--- src/rtl/serial_rx_if.sv ---
// Frame output bundle of the serial receiver towards the frame consumer.
// Pure wiring, no latency of its own.
// No backpressure: the consumer must take frame_data while frame_valid is high.
interface serial_rx_if #(
    parameter int FRAME_WIDTH = 162
);
    logic [FRAME_WIDTH-1:0] frame_data;
    logic                   frame_valid;
    logic                   frame_error;
    logic                   busy;
    logic [4:0]             byte_count;

    // Receiver side drives the frame results.
    modport master (
        output frame_data,
        output frame_valid,
        output frame_error,
        output busy,
        output byte_count
    );

    // Consumer side observes them.
    modport slave (
        input frame_data,
        input frame_valid,
        input frame_error,
        input busy,
        input byte_count
    );
endinterface

--- src/rtl/serial_rx.sv ---
// UART 8N1 receiver assembling NUM_BYTES LSB-first bytes into one frame; optional SERIAL_RX_MAJORITY_EN.
// Latency: frame_valid one cycle after the last stop-bit sample (2-flop sync + 1 cycle majority if enabled).
// No backpressure: frame_valid/frame_error are single-cycle pulses, frame_data holds until the next good frame.
module serial_rx #(
    parameter int CLKS_PER_BIT = 868,
    parameter int NUM_BYTES    = 21,
    parameter int FRAME_WIDTH  = 162,
    parameter int TIMEOUT_BITS = 16
) (
    input  logic        clock,
    input  logic        reset_n,
    input  logic        rx_pin,
    serial_rx_if.master rx_out
);
    localparam int SW  = NUM_BYTES * 8;
    localparam int TW  = $clog2(CLKS_PER_BIT);
    localparam int TOW = $clog2(TIMEOUT_BITS * CLKS_PER_BIT);
    localparam logic [TW-1:0]  BIT_END = TW'(CLKS_PER_BIT - 1);
    localparam logic [TOW-1:0] TO_END  = TOW'(TIMEOUT_BITS * CLKS_PER_BIT - 1);
`ifdef SERIAL_RX_MAJORITY_EN
    // Majority vote needs centre+1, so the start confirm lands one cycle later.
    localparam logic [TW-1:0]  START_PT = TW'(CLKS_PER_BIT / 2);
`else
    localparam logic [TW-1:0]  START_PT = TW'(CLKS_PER_BIT / 2 - 1);
`endif

    typedef enum logic [2:0] {IDLE, START, DATA, STOP, WAIT_IDLE} state_t;

    state_t                 state_q, state_d;
    logic                   sync1_q, sync1_d;
    logic                   rx_s_q, rx_s_d;
    logic                   rx_d1_q, rx_d1_d;
`ifdef SERIAL_RX_MAJORITY_EN
    logic                   rx_d2_q, rx_d2_d;
`endif
    logic [TW-1:0]          timer_q, timer_d;
    logic [2:0]             bit_idx_q, bit_idx_d;
    logic [SW-1:0]          shift_q, shift_d;
    logic [4:0]             byte_cnt_q, byte_cnt_d;
    logic [TOW-1:0]         idle_q, idle_d;
    logic [FRAME_WIDTH-1:0] frame_data_q, frame_data_d;
    logic                   frame_valid_q, frame_valid_d;
    logic                   frame_error_q, frame_error_d;
    logic                   busy_q, busy_d;
    logic                   samp;

    // Line sample used by start-confirm, data and stop decisions.
    always_comb begin
`ifdef SERIAL_RX_MAJORITY_EN
        samp = (rx_s_q & rx_d1_q) | (rx_s_q & rx_d2_q) | (rx_d1_q & rx_d2_q);
`else
        samp = rx_s_q;
`endif
    end

    // Next-state logic: synchronizer, bit timing, byte assembly, frame/timeout handling.
    always_comb begin
        state_d       = state_q;
        sync1_d       = rx_pin;
        rx_s_d        = sync1_q;
        rx_d1_d       = rx_s_q;
`ifdef SERIAL_RX_MAJORITY_EN
        rx_d2_d       = rx_d1_q;
`endif
        timer_d       = timer_q;
        bit_idx_d     = bit_idx_q;
        shift_d       = shift_q;
        byte_cnt_d    = byte_cnt_q;
        frame_data_d  = frame_data_q;
        frame_valid_d = 1'b0;
        frame_error_d = 1'b0;
        idle_d        = (state_q == IDLE && byte_cnt_q != 5'd0) ? idle_q + 1'b1 : '0;

        case (state_q)
            IDLE: begin
                timer_d = '0;
                if (byte_cnt_q != 5'd0 && idle_q == TO_END) begin
                    // Far end went quiet mid-frame: drop the partial frame.
                    frame_error_d = 1'b1;
                    byte_cnt_d    = 5'd0;
                    shift_d       = '0;
                    idle_d        = '0;
                end else if (!rx_s_q && rx_d1_q) begin
                    state_d = START;
                    idle_d  = '0;
                end
            end
            START: begin
                if (timer_q == START_PT) begin
                    timer_d   = '0;
                    bit_idx_d = 3'd0;
                    state_d   = samp ? IDLE : DATA;
                end else begin
                    timer_d = timer_q + 1'b1;
                end
            end
            DATA: begin
                if (timer_q == BIT_END) begin
                    timer_d   = '0;
                    shift_d   = {samp, shift_q[SW-1:1]};
                    bit_idx_d = bit_idx_q + 1'b1;
                    if (bit_idx_q == 3'd7) state_d = STOP;
                end else begin
                    timer_d = timer_q + 1'b1;
                end
            end
            STOP: begin
                if (timer_q == BIT_END) begin
                    timer_d = '0;
                    if (samp) begin
                        state_d = IDLE;
                        if (byte_cnt_q == 5'(NUM_BYTES - 1)) begin
                            frame_data_d  = shift_q[FRAME_WIDTH-1:0];
                            frame_valid_d = 1'b1;
                            byte_cnt_d    = 5'd0;
                        end else begin
                            byte_cnt_d = byte_cnt_q + 5'd1;
                        end
                    end else begin
                        frame_error_d = 1'b1;
                        byte_cnt_d    = 5'd0;
                        shift_d       = '0;
                        state_d       = WAIT_IDLE;
                    end
                end else begin
                    timer_d = timer_q + 1'b1;
                end
            end
            WAIT_IDLE: begin
                // Requires one full high bit period before trusting edges again.
                if (!rx_s_q) begin
                    timer_d = '0;
                end else if (timer_q == BIT_END) begin
                    timer_d = '0;
                    state_d = IDLE;
                end else begin
                    timer_d = timer_q + 1'b1;
                end
            end
            default: state_d = IDLE;
        endcase

        busy_d = (state_d != IDLE) || (byte_cnt_d != 5'd0);
    end

    // State and registered outputs; synchronizer idles high so reset never fakes a start edge.
    always_ff @(posedge clock or negedge reset_n) begin
        if (!reset_n) begin
            state_q       <= IDLE;
            sync1_q       <= 1'b1;
            rx_s_q        <= 1'b1;
            rx_d1_q       <= 1'b1;
`ifdef SERIAL_RX_MAJORITY_EN
            rx_d2_q       <= 1'b1;
`endif
            timer_q       <= '0;
            bit_idx_q     <= 3'd0;
            shift_q       <= '0;
            byte_cnt_q    <= 5'd0;
            idle_q        <= '0;
            frame_data_q  <= '0;
            frame_valid_q <= 1'b0;
            frame_error_q <= 1'b0;
            busy_q        <= 1'b0;
        end else begin
            state_q       <= state_d;
            sync1_q       <= sync1_d;
            rx_s_q        <= rx_s_d;
            rx_d1_q       <= rx_d1_d;
`ifdef SERIAL_RX_MAJORITY_EN
            rx_d2_q       <= rx_d2_d;
`endif
            timer_q       <= timer_d;
            bit_idx_q     <= bit_idx_d;
            shift_q       <= shift_d;
            byte_cnt_q    <= byte_cnt_d;
            idle_q        <= idle_d;
            frame_data_q  <= frame_data_d;
            frame_valid_q <= frame_valid_d;
            frame_error_q <= frame_error_d;
            busy_q        <= busy_d;
        end
    end

    assign rx_out.frame_data  = frame_data_q;
    assign rx_out.frame_valid = frame_valid_q;
    assign rx_out.frame_error = frame_error_q;
    assign rx_out.busy        = busy_q;
    assign rx_out.byte_count  = byte_cnt_q;
endmodule

--- src/flat_wrapper.sv ---
// flat-port wrapper written by rule: the top's interface ports become plain ports
module serial_rx_flat 
#(
    parameter int CLKS_PER_BIT = 868,
    parameter int NUM_BYTES    = 21,
    parameter int FRAME_WIDTH  = 162,
    parameter int TIMEOUT_BITS = 16
)
  (clock, reset_n, rx_pin, rx_out_frame_data, rx_out_frame_valid, rx_out_frame_error, rx_out_busy, rx_out_byte_count);
  serial_rx_if #(.FRAME_WIDTH(FRAME_WIDTH)) rx_out_i ();
  input  logic clock;
  input  logic reset_n;
  input  logic rx_pin;
  output wire logic [$bits(rx_out_i.frame_data)-1:0] rx_out_frame_data;
  output wire logic [$bits(rx_out_i.frame_valid)-1:0] rx_out_frame_valid;
  output wire logic [$bits(rx_out_i.frame_error)-1:0] rx_out_frame_error;
  output wire logic [$bits(rx_out_i.busy)-1:0] rx_out_busy;
  output wire logic [$bits(rx_out_i.byte_count)-1:0] rx_out_byte_count;
  assign rx_out_frame_data = rx_out_i.frame_data;
  assign rx_out_frame_valid = rx_out_i.frame_valid;
  assign rx_out_frame_error = rx_out_i.frame_error;
  assign rx_out_busy = rx_out_i.busy;
  assign rx_out_byte_count = rx_out_i.byte_count;
  serial_rx #(.CLKS_PER_BIT(CLKS_PER_BIT), .NUM_BYTES(NUM_BYTES), .FRAME_WIDTH(FRAME_WIDTH), .TIMEOUT_BITS(TIMEOUT_BITS)) u_core (.clock(clock), .reset_n(reset_n), .rx_pin(rx_pin), .rx_out(rx_out_i));
endmodule
--- config.mk ---
export PLATFORM = sky130hd
export DESIGN_NAME = serial_rx_flat
export DESIGN_NICKNAME = d
export VERILOG_FILES = /design/src/rtl/serial_rx_if.sv /design/src/rtl/serial_rx.sv /design/src/flat_wrapper.sv
export SDC_FILE = /design/constraint.sdc
export NUM_CORES = 1
export LEC_CHECK = 0
export ABC_AREA = 1
export ABC_CLOCK_PERIOD_IN_PS = 2900
export CORE_MARGIN = 1
export CORE_UTILIZATION = 61
export DETAILED_ROUTE_END_ITERATION = 10
export GPL_TIMING_DRIVEN = 0
export HOLD_SLACK_MARGIN = 0.06
export PLACE_DENSITY = 0.83
export REMOVE_ABC_BUFFERS = 1
export SYNTH_ARGS = -nofsm -noshare
export SYNTH_HDL_FRONTEND = slang
export SYNTH_SLANG_ARGS = --single-unit
--- constraint.sdc ---
create_clock -name clock -period 2.9 [get_ports clock]
set_clock_uncertainty 0.05 [all_clocks]
set_input_delay 0.58 -clock clock [delete_from_list [all_inputs] [get_ports clock]]
set_output_delay 0.58 -clock clock [all_outputs]
set_load 0.1 [all_outputs]
== After elaboration in Yosys (flattened, before gate mapping) ==
Cells that the tools add are included.
Operators by class
  div/mod/pow operators: 0
  $mul: 0
  reductions and logical operators: 16
  $lt $le $gt $ge: 0
  muxes and demuxes: 40
  eq/ne operators: 14
  shift operators: 0
  bitwise gates (word level): 0
  add/sub/neg operators: 4
Operators by type and width (count)
  $mux W168: 4
  $pmux W168 S3: 1
  $mux W14: 4
  $pmux W10 S4: 1
  $mux W3: 11
  $mux W10: 3
  $mux W5: 4
  $pmux W3 S5: 1
  $add A14 B1 Y14 const B: 1
  $eq A14 B14 Y1 const B: 1
  $add A10 B1 Y10 const B: 1
  $eq A10 B10 Y1 const B: 1
  $eq A10 B9 Y1 const B: 1
  $pmux W5 S2: 1
  $reduce_bool A5 Y1: 2
  $mux W1: 7
  $eq A3 B2 Y1 const B: 2
  $eq A3 B3 Y1 const B: 2
  $ne A2 B1 Y1 const B: 3
  $pmux W3 S2: 1
  $reduce_bool A3 Y1: 2
  $add A5 B1 Y5 const B: 1
  $eq A5 B5 Y1 const B: 1
  $reduce_and A5 Y1: 1
  other kinds (14): 17
Word-level totals
  logic and storage cells: 87
  output and inout port bits: 170
  flip-flop bits (word level): 371
  memory bits (read-only): 0
  memories kept: 0
  RAM bits: 0
  bits in latches: 0
  input port bits: 3

== Longest topological paths before layout ==
Gate-level depths: netlist of the first run.
  depth in word-level cells: 7
  mapped depth: 15
  gate-level depth less buffers: 15

== Least setup slack after synthesis of the first run ==
No wires, ideal clock.
  kind: register to register
  start: reg u_core.byte_cnt_q[0], in the netlist u_core.rx_out.byte_count[0]
  end: reg u_core.shift_q[48]
  arrival time: 2.503 ns
  data required time: 2.717 ns
  buffers on the path: 3
  path slack: 0.214 ns
  cell stages (with the launch flop): 14
  cell sequence: dfrtp_1 inv_1 ha_1 inv_1 nor2_1 nand3_1 nand3_2 nand2_1 nand4_1 buf_4 buf_6 buf_6 nand2_1 o21ai_0
On the way
  longest elaborated chain between the ends: 4
Ends and longest elaborated chain
  start, declared: line serial_rx.sv:39  | logic [4:0] byte_cnt_q, byte_cnt_d;
  start signal, assigned: line serial_rx.sv:176  | byte_cnt_q <= byte_cnt_d;
  $reduce_bool A5 Y1: line serial_rx.sv:77  | if (byte_cnt_q != 5'd0 && idle_q == TO_END) begin
  $logic_and A1 B1 Y1: line serial_rx.sv:77
  $ne A2 B2 Y1 (no source line)
  $reduce_and A5 Y1 (no source line)
  end signal, assigned: line serial_rx.sv:175  | shift_q <= shift_d;
  end, declared: line serial_rx.sv:38  | logic [SW-1:0] shift_q, shift_d;
Every way passes these cells.
A chain may end at the register's enable or synchronous reset.

== Worst setup path in the final report of the first run ==
  start: reg u_core.byte_cnt_q[2], in the netlist u_core.rx_out.byte_count[2]
  end: out rx_out_byte_count[2]
RTL lines
  end, declared: line flat_wrapper.sv:18  | output wire logic [$bits(rx_out_i.byte_count)-1:0] rx_out_byte_count;
No word-level cell between the ends.

==> impl_results.md, run 1 <==
- Clock slew at reported path FFs: 60 ps
- Root Driver: clkbuf_16
- Post-layout instance area: approximately 0.019 sq mm
- Most common cell after layout, fill and taps aside: nand2_1
- Worst R2R End: u_core.shift_q[132]
- Slew @ Worst Pin: ~1100 ps
- CTS tree: done
- Area after DPL: 0.0177 sq mm
- Initial antenna violation count: 0
- Endpoints failing setup: 0
- DRT iter0 DRCs: 908
- Largest net degree at the start of global routing: 107
- Met3 Use GR: 0.0411
- Max-cap violations: 0
- Post-DP HPWL: 21.0 mm
- FF+latch count, synth: 371
- Width of the die: 161 um
- Most frequent cells in the layout: nand2_1 (411), dfrtp_1 (367), inv_1 (210)
- Period Utilization, post-route: 0.982
- Reg2Reg Setup Slack: 150 ps
- Hold Path Sink: u_core.rx_d1_d
- Crit path launch type: flip-flop
- Critical-path cell list: clkdlybuf4s50_1
- # diodes: 0
- Post-Route WL: 32.8 mm
- Slew Limit Fails: 0
- Drt drc: 0
- Worst hold path class: reg -> reg
- Die area: 0.0258 sq mm
- Initial core utilization: 0.626
- Worst hold start: u_core.rx_s_d
- Final min period: roughly 2800 ps
- Reg2reg path depth: 12
- # port buffers: about 170
- Die height: 161 um
- GPL Wtd Cong: 0.855
- R2r startpoint: u_core.state_q[2]
- Clock Sinks: 371
- Worst hold slack: 309 ps
- Pre-CTS setup slack: -817 ps
- GR Overflow Total: 0
- Pleak: 9.46 nW
- Vias: 11.0k
- Row count: 57
- Slew margin rel.: 0.295
- Final worst slack: 53.3 ps
- I/O Pins: 173
- Power Dens Cells: 566 mW/mm^2
- Peak VDD IR: 0.482 mV
- H-Tree Depth: 2
- Met1 Use GR: 0.356
- Outcome: complete, no violations
- Nets@finish: approximately 1.7k
- CP Data Arrival Time: 2220 ps
- Average wire per standard cell: ~16 um
- GR Layer Usage met2: 0.448
- Ratio of cells with drive above 1 in the final layout: 0.0675
- Clk Latency, worst-skew pair: between 500 and 600 ps
- Crit Path Max Fanout: 9
- Final ANT Viol Nets: 0
- Cell variety after synth: 34
- Drt pass-1 iters: 6
- CP Capture Type: primary output
- Core Box Area: 0.0245 sq mm
- Final hold vios: 0
- Vias per cell: approximately 5.3
- Main synth FF type: dfrtp_1
- WHS Path Cells: 0
- Sequential fraction of the synthesis area: 0.604
- Fmax: 0.351 GHz
- Cells after Synth: 1545
- CTS buffer count: 38
- YS warnings: 0
- Vias in the first global route: 11.1k
- Top Usage Layer GRT: met2
- GR Util All Layers: 0.265
- First-pass GRT wire length: 55.5 mm
- Avg Inst Size Synth: about 9.9 sq um
- Tot Pwr: roughly 11 mW
- Buf/Inv on CP: 1
- Slowest CP cell: clkdlybuf4s50_1
- Cell family with most CP delay: buffers and inverters
- EDFF count, synth: 0
- Area Overhead vs Synth: 24.0%
- CTS max path bufs: 3
- Critical Path RT: 2270 ps
- Area of the mapped netlist: ~0.015 sq mm
- Worst Path Class, Setup: reg -> out
- Slowest stage delay, CP: roughly 1200 ps
- Post-synth ARST share: 1.00
## logic make-up after synthesis
logic type / share of synthesized area
buf+inv: 0.0836
fa+ha+maj: 0.00570
flops: 0.604
compound gates: 0.0653
xor+xnor: 0.00285
mux: 0.106
simple gates: 0.132
## layout make-up
class	count	area, sq um
flip-flops and latches	371	9290
clock buffers	55	1160
repair buffers	213	2480
fillers	1572	5480
well taps	324	405
multi-input cells	886	4820
inverters	213	800
clock inverters	11	108
## worst reg2reg max path: cells and delay by family (launching register included)
kind / cells / cell delay [ps]
buffers and inverters: 6 / 1130
flip-flops: 1 / 420
AO/OA/AOI/OAI: 1 / 140
AND/OR/NAND/NOR: 5 / 910
## synth_stat cells (2+ instances only)
cell,count,share of area
mux2i_1,162,0.11
xor2_1,5,0.0029
inv_2,3,0.00073
dfrtp_1,368,0.60
nor4_1,2,0.00081
nand3_2,2,0.0013
buf_1,2,0.00049
nand2_1,411,0.10
buf_4,11,0.0054
clkbuf_1,31,0.0076
nor2_1,47,0.011
ha_1,7,0.0057
nand3_1,29,0.0094
buf_6,19,0.014
nand4_1,8,0.0033
o21ai_1,96,0.031
o31ai_1,2,0.00098
inv_1,210,0.051
nor3_1,7,0.0023
buf_2,12,0.0039
o22ai_1,2,0.00081
o21ai_0,84,0.027
a21oi_1,11,0.0036
a31oi_1,2,0.00081
dfstp_2,3,0.0051
## sequential cells by signal, summed over array words and instances (netlist names)
| name | cells |
|---|---|
| u_core.shift_q | 168 |
| u_core.state_q | 3 |
| u_core.rx_d1_d | 1 |
| u_core.bit_idx_q | 3 |
| u_core.rx_d1_q | 1 |
| u_core.rx_out.byte_count | 5 |
| u_core.rx_out.frame_data | 162 |
| u_core.rx_out.busy | 1 |
| u_core.rx_out.frame_error | 1 |
| u_core.rx_out.frame_valid | 1 |
| u_core.rx_s_d | 1 |
| u_core.timer_q | 10 |
| u_core.idle_q | 14 |
## layer usage
layer / vias to the layer above / share of wire
met5: - / 0
met4: 0 / 0.024
met3: 64 / 0.050
met2: 314 / 0.49
met1: 5438 / 0.43
li1: 5228 / -
## where the power goes
| part | switching (mW) | internal, mW |
|---|---|---|
| clock | 1.97 | 2.95 |
| combinational | 0.430 | 0.176 |
| sequential | 0.0511 | 5.22 |
| total | 2.45 | 8.34 |
## per-stage QoR
step	setup TNS [ps]	util	instances
after global routing	-55.9	0.777	2073
after detailed placement	-49820	0.723	2000
after floorplan	-2966960	-	1469
after global placement	-9961830	0.693	1965
after CTS	0	0.776	2072
final	0	0.777	2073
## timing repair
action,4_1_cts,5_1_grt
pin swaps,3,1
buffers inserted,4,2
hold endpoints to repair,79,0
resized for setup,0,3
endpoints found under the setup margin,173,34
cloned,1,0
hold buffers,1,0
## worst max path at each step
stage,from,endpoint,slack [ps],depth (start not counted)
5_1_grt,u_core.state_q[2],u_core.shift_q[132],-20,12
3_3_place_gp,u_core.state_q[2],u_core.shift_q[147],-16190,6
4_1_cts,u_core.rx_out.byte_count[0],u_core.shift_q[132],40,15
3_5_place_dp,u_core.state_q[2],u_core.shift_q[132],-820,13
6_report,u_core.rx_out.byte_count[2],rx_out_byte_count[2],50,1
2_1_floorplan,u_core.state_q[2],u_core.shift_q[0],-9690,6
Note: power is estimated with default switching activity, not from simulation.
==> run 2, diff against run 1 <==
--- a/config.mk
+++ b/config.mk
@@ -17,3 +17,4 @@
 export SYNTH_ARGS = -nofsm -noshare
 export SYNTH_HDL_FRONTEND = slang
 export SYNTH_SLANG_ARGS = --single-unit
+export TNS_END_PERCENT = 10
==> run 2 against run 1 <==
Net effect:
- sequential cell count unchanged
- final cell count about the same
- total power up 0.12%
- non-clock buffer count up 1
- sequential power about the same
- die area unchanged
- critical path type unchanged
==> impl_results.md, run 2 (synthesis gave the netlist of run 1 again) <==
- Power Dens Cells: 566 mW/mm^2
- I/O Pins: roughly 170
- R2r startpoint: u_core.rx_out.byte_count[1]
- CP Capture Type: primary output
- Slew Limit Fails: 0
- Most common cell after layout, fill and taps aside: nand2_1
- Slew @ Worst Pin: 1060 ps
- Root Driver: clkbuf_16
- Tot Pwr: 10.8 mW
- Outcome: complete, no violations
- DRT iter0 DRCs: 969
- Worst hold path class: reg -> reg
- GR Overflow Total: 0
- Reg2reg path depth: 15
- Slowest CP cell: clkdlybuf4s50_1
- Drt drc: 0
- End point of the critical path: rx_out_byte_count[2]
- Post-Route WL: around 33 mm
- First-pass GRT wire length: 55.5 mm
- Final hold vios: 0
- Average wire per standard cell: 15.8 um
- Max reg flops: 168
- Core Box Area: 0.0245 sq mm
- CTS buffer count: 38
- Die area: 0.0258 sq mm
- Buf/Inv on CP: 1
- WP depth: 1
- Largest net degree at the start of global routing: approximately 110
- Pre-CTS setup slack: -817 ps
- Initial core utilization: 0.626
- Area of the multi-input gates: ~0.0048 sq mm
- Die height: 161 um
- Final min period: 2840 ps
- Nets@finish: 1734
- GR Util All Layers: 0.265
- Vias per cell: 5.35
- Most frequent cells in the layout: nand2_1 (409), dfrtp_1 (367), inv_1 (210)
- Final ANT Viol Nets: 0
- Clock Sinks: between 300 and 400
- Critical Path RT: around 2300 ps
- Area Overhead vs Synth: 24.4%
- Worst R2R End: u_core.shift_q[132]
- Crit Path Max Fanout: 9
- CTS max path bufs: 3
- Reg area: 0.00929 sq mm
- Vias in the first global route: 11.1k
- Slew margin rel.: 0.289
- # port buffers: ~170
- GPL Wtd Cong: 0.855
- Slowest stage delay, CP: 1200 ps
- Initial antenna violation count: 0
- Final worst slack: between 50 and 60 ps
- Crit path launch type: flip-flop
- # fillers: 1565
- Crit path launch: u_core.rx_out.byte_count[2]
- Clk Latency, worst-skew pair: between 500 and 600 ps
- CP Data Arrival Time: 2210 ps
- Ratio of cells with drive above 1 in the final layout: 0.0697
- H-Tree Depth: 2
- Worst Path Class, Setup: reg -> out
- Row count: 57
- Cell family with most CP delay: buffers and inverters
- Post-layout instance area: 0.0191 sq mm
- Pleak: roughly 9.5 nW
- Critical-path cell list: clkdlybuf4s50_1
- # diodes: 0
- Drt pass-1 iters: 5
- Endpoints failing setup: 0
- Fmax: 0.352 GHz
- Max-cap violations: 0
- RSZ-0062 raised after global routing: yes
- Peak VDD IR: 0.480 mV
- Top reg by flops: u_core.shift_q
- CTS tree: done
- Clock slew at reported path FFs: 60 ps
- Width of the die: between 150 and 200 um
- Area after DPL: 0.0177 sq mm
- Post-DP HPWL: 21.0 mm
- Reg2Reg Setup Slack: 200 ps
- Period Utilization, post-route: 0.980
- Vias: approximately 11k
run 2: cell count changes in the layout (fill, tap and decap cells not counted), sizes merged:
| cell | previous run | this run |
|---|---|---|
| buf | 41 | 42 |
run 2: power by group:
group          switching [mW]  total (mW)  internal (mW)
Combinational           0.434       0.624          0.190
Sequential             0.0514        5.27           5.22
Clock                    1.97        4.91           2.95
Total                    2.45        10.8           8.36
run 2: stage by stage:
step	setup TNS, ps	util	hold slack [ps]	std cells
6_report	0	0.779	309	2074
3_5_place_dp	-49820	0.723	302	2000
2_1_floorplan	-2966960	-	234	1469
5_1_grt	-4.60	0.779	310	2074
4_1_cts	-41.7	0.776	310	2070
3_3_place_gp	-9961830	0.693	297	1965
run 2: timing repair:
item | 4_1_cts | 5_1_grt
resized for setup | 2 | 7
hold buffers | 1 | 0
setup endpoints to repair | 173 | 70
pin swaps | 2 | 1
setup buffers | 2 | 4
endpoints found under the hold margin | 79 | 0
cloned | 1 | 0
run 2: how the worst min path moves through the flow:
stage | startpoint | end | slack (ps) | cells after the start
global placement | u_core.rx_s_d | u_core.rx_d1_d | 300 | 0
global route | u_core.rx_s_d | u_core.rx_d1_d | 310 | 0
finish | u_core.rx_s_d | u_core.rx_d1_d | 310 | 0
floorplan | reset_n | u_core.bit_idx_q[0] | 230 | 0
CTS | u_core.rx_s_d | u_core.rx_d1_d | 310 | 0
detailed placement | u_core.rx_s_d | u_core.rx_d1_d | 300 | 0
run 2: final cells by class:
class	count	area share
sequential	371	0.486
tap	324	0.0212
multi-input combinational	886	0.253
timing repair buffer	214	0.132
clock buffer	55	0.0606
clock inverter	11	0.00563
inverter	213	0.0418
run 2: layer usage:
metal / global-route usage / up-vias / wire length (um)
li1: - / 5236 / -
met1: 0.354 / 5490 / 14200
met2: 0.448 / 295 / 16400
met3: 0.0413 / 68 / 1430
met4: 0.0840 / 0 / 779
met5: 0 / - / 0
==> run 3, diff against run 2 <==
--- a/config.mk
+++ b/config.mk
@@ -7,12 +7,14 @@
 export LEC_CHECK = 0
 export ABC_AREA = 1
 export ABC_CLOCK_PERIOD_IN_PS = 2900
+export CELL_PAD_IN_SITES_DETAIL_PLACEMENT = 0
+export CELL_PAD_IN_SITES_GLOBAL_PLACEMENT = 1
 export CORE_MARGIN = 1
-export CORE_UTILIZATION = 61
+export CORE_UTILIZATION = 47
 export DETAILED_ROUTE_END_ITERATION = 10
 export GPL_TIMING_DRIVEN = 0
 export HOLD_SLACK_MARGIN = 0.06
-export PLACE_DENSITY = 0.83
+export PLACE_DENSITY = 0.82
 export REMOVE_ABC_BUFFERS = 1
 export SYNTH_ARGS = -nofsm -noshare
 export SYNTH_HDL_FRONTEND = slang
==> run 3 against run 2 <==
Net effect:
- core utilization is 17 points lower
- clock-buffer cell count is 1 higher
- final cell count is 5.6% higher
- non-clock buffer count stayed put
- via count is 5.4% lower
- worst setup slack better by 100 ps
- sequential cell count stayed put
- combinational power hardly changed
- fmax is 3.8% higher
- critical path type unchanged
- critical endpoint is now rx_out_byte_count[1]
- largest cell class unchanged
==> impl_results.md, run 3 (synthesis gave the netlist of run 1 again) <==
- Outcome: complete, no violations
- Area after DPL: between 0.015 and 0.02 sq mm
- Root Driver: clkbuf_16
- Vias in the first global route: 10.3k
- Crit Path Max Fanout: 7
- Largest net degree at the start of global routing: approximately 130
- Peak VDD IR: 0.413 mV
- Most common cell after layout, fill and taps aside: nand2_1
- Buf/Inv on CP: 1
- Clock Sinks: 371
- Slowest stage delay, CP: ~1200 ps
- Core Box Area: 0.0319 sq mm
- DRT iter0 DRCs: 732
- Row count: 65
- Drt drc: 0
- CTS buffer count: 40
- Most frequent cells in the layout: nand2_1 (410), dfrtp_1 (366), inv_1 (210)
- Pleak: 9.56 nW
- # diodes: 0
- Setup TNS: 0 ps
- Vias: 10.5k
- Slew @ Worst Pin: 1060 ps
- Initial antenna violation count: 0
- Area Overhead vs Synth: 25.8%
- Clock slew at reported path FFs: about 60 ps
- Worst Path Class, Setup: reg -> out
- Period Utilization, post-route: 0.944
- RSZ-0062 raised after global routing: yes
- Cell family with most CP delay: buffers and inverters
- CP Data Arrival Time: 2110 ps
- # port buffers: 172
- GR Overflow Total: 0
- CTS max path bufs: 3
- Slowest CP cell: clkdlybuf4s50_1
- Die area: 0.0334 sq mm
- Ratio of cells with drive above 1 in the final layout: 0.0724
- Final ANT Viol Nets: 0
- Post-Route WL: between 30 and 40 mm
- CP Capture Type: primary output
- I/O Pins: 173
- First-pass GRT wire length: 52.1 mm
- Clk Latency, worst-skew pair: 520 ps
- Endpoints failing setup: 0
- Initial core utilization: 0.482
- H-Tree Depth: 2
- Vias per cell: approximately 4.8
- CTS tree: done
- Final min period: about 2700 ps
- Max-cap violations: 0
- Top reg by flops: u_core.shift_q
- GR Util All Layers: 0.190
- Critical-path cell list: clkdlybuf4s50_1
- Worst hold path class: reg -> reg
- Max reg flops: about 170
- Post-DP HPWL: 20.3 mm
- Crit path launch type: flip-flop
- Die height: approximately 180 um
- Average wire per standard cell: 14.0 um
- GPL Wtd Cong: ~0.82
- Slew Limit Fails: 0
- Drt pass-1 iters: 5
- Fmax: between 0.3 and 0.4 GHz
- Width of the die: 183 um
- Final hold vios: 0
- Critical Path RT: approximately 2300 ps
- Worst hold slack: 305 ps
- Nets@finish: 1736
- Slew margin rel.: 0.292
- Post-layout instance area: 0.0193 sq mm
- Power Dens Cells: 564 mW/mm^2
==> run 3: worst register-to-register path: stages, from the launching register on <==
cell and delay, ps:
dfrtp_2 450, inv_1 120, ha_1 160, inv_1 40
nor2_1 140, nand2_1 190, nor3_4 290, buf_16 200
buf_16 190, buf_16 180, buf_8 180, buf_16 180
mux2i_1 200, inv_1 60
==> run 3: metal layers <==
metal  vias up  routed length, um  GRT usage  share of wire
met5         -                  0          0              0
li1       5248                  -          -              -
met4         0                571     0.0463          0.019
met2       187              14100      0.306           0.46
met3        48               1150     0.0296          0.038
met1      5012              14800      0.271           0.48
==> run 3: path summary, 6_finish.rpt <==
kind | startpoint | end | slack (ps) | cells after the start
worst max-delay path | u_core.rx_out.byte_count[1] | rx_out_byte_count[1] | 160 | 1
worst min-delay path | u_core.rx_s_d | u_core.rx_d1_d | 300 | 0
worst max register to register | u_core.rx_out.byte_count[0] | u_core.rx_out.frame_data[131] | 180 | 13
worst min register to register | u_core.rx_s_d | u_core.rx_d1_d | 300 | 0
max in group asynchronous | reset_n | u_core.rx_out.frame_data[24] | 1040 | 4
min in group asynchronous | reset_n | u_core.rx_out.frame_data[122] | 430 | 2
==> run 3: cell type report <==
cell class / instances / area [sq um]
Fill cell: 2732 / 12500
Sequential cell: 371 / 9290
Inverter: 213 / 800
Timing Repair Buffer: 214 / 2570
Clock inverter: 15 / 133
Multi-Input combinational cell: 886 / 4820
Clock buffer: 56 / 1180
Tap cell: 435 / 544
==> run 3: through the flow <==
step	power, mW	setup slack (ps)	utilization	std cells
after global routing	11.4	-18.2	0.606	2190
after floorplan	5.63	-9690	-	1469
after detailed placement	5.98	-770	0.563	2114
after CTS	11.1	26.1	0.606	2190
after global placement	5.82	-16970	0.538	2076
final	10.9	161	0.606	2190
==> run 3: report_power, final <==
group	switching, mW	internal (mW)
clock	1.99	3.02
combinational	0.429	0.193
sequential	0.0461	5.22
==> run 3: repair_timing <==
item	in CTS	in global routing
gates cloned	1	0
endpoints found under the hold margin	16	0
gates resized for setup	2	6
hold buffers	1	0
pin swaps	3	2
setup buffers	3	1
endpoints found under the setup margin	174	24
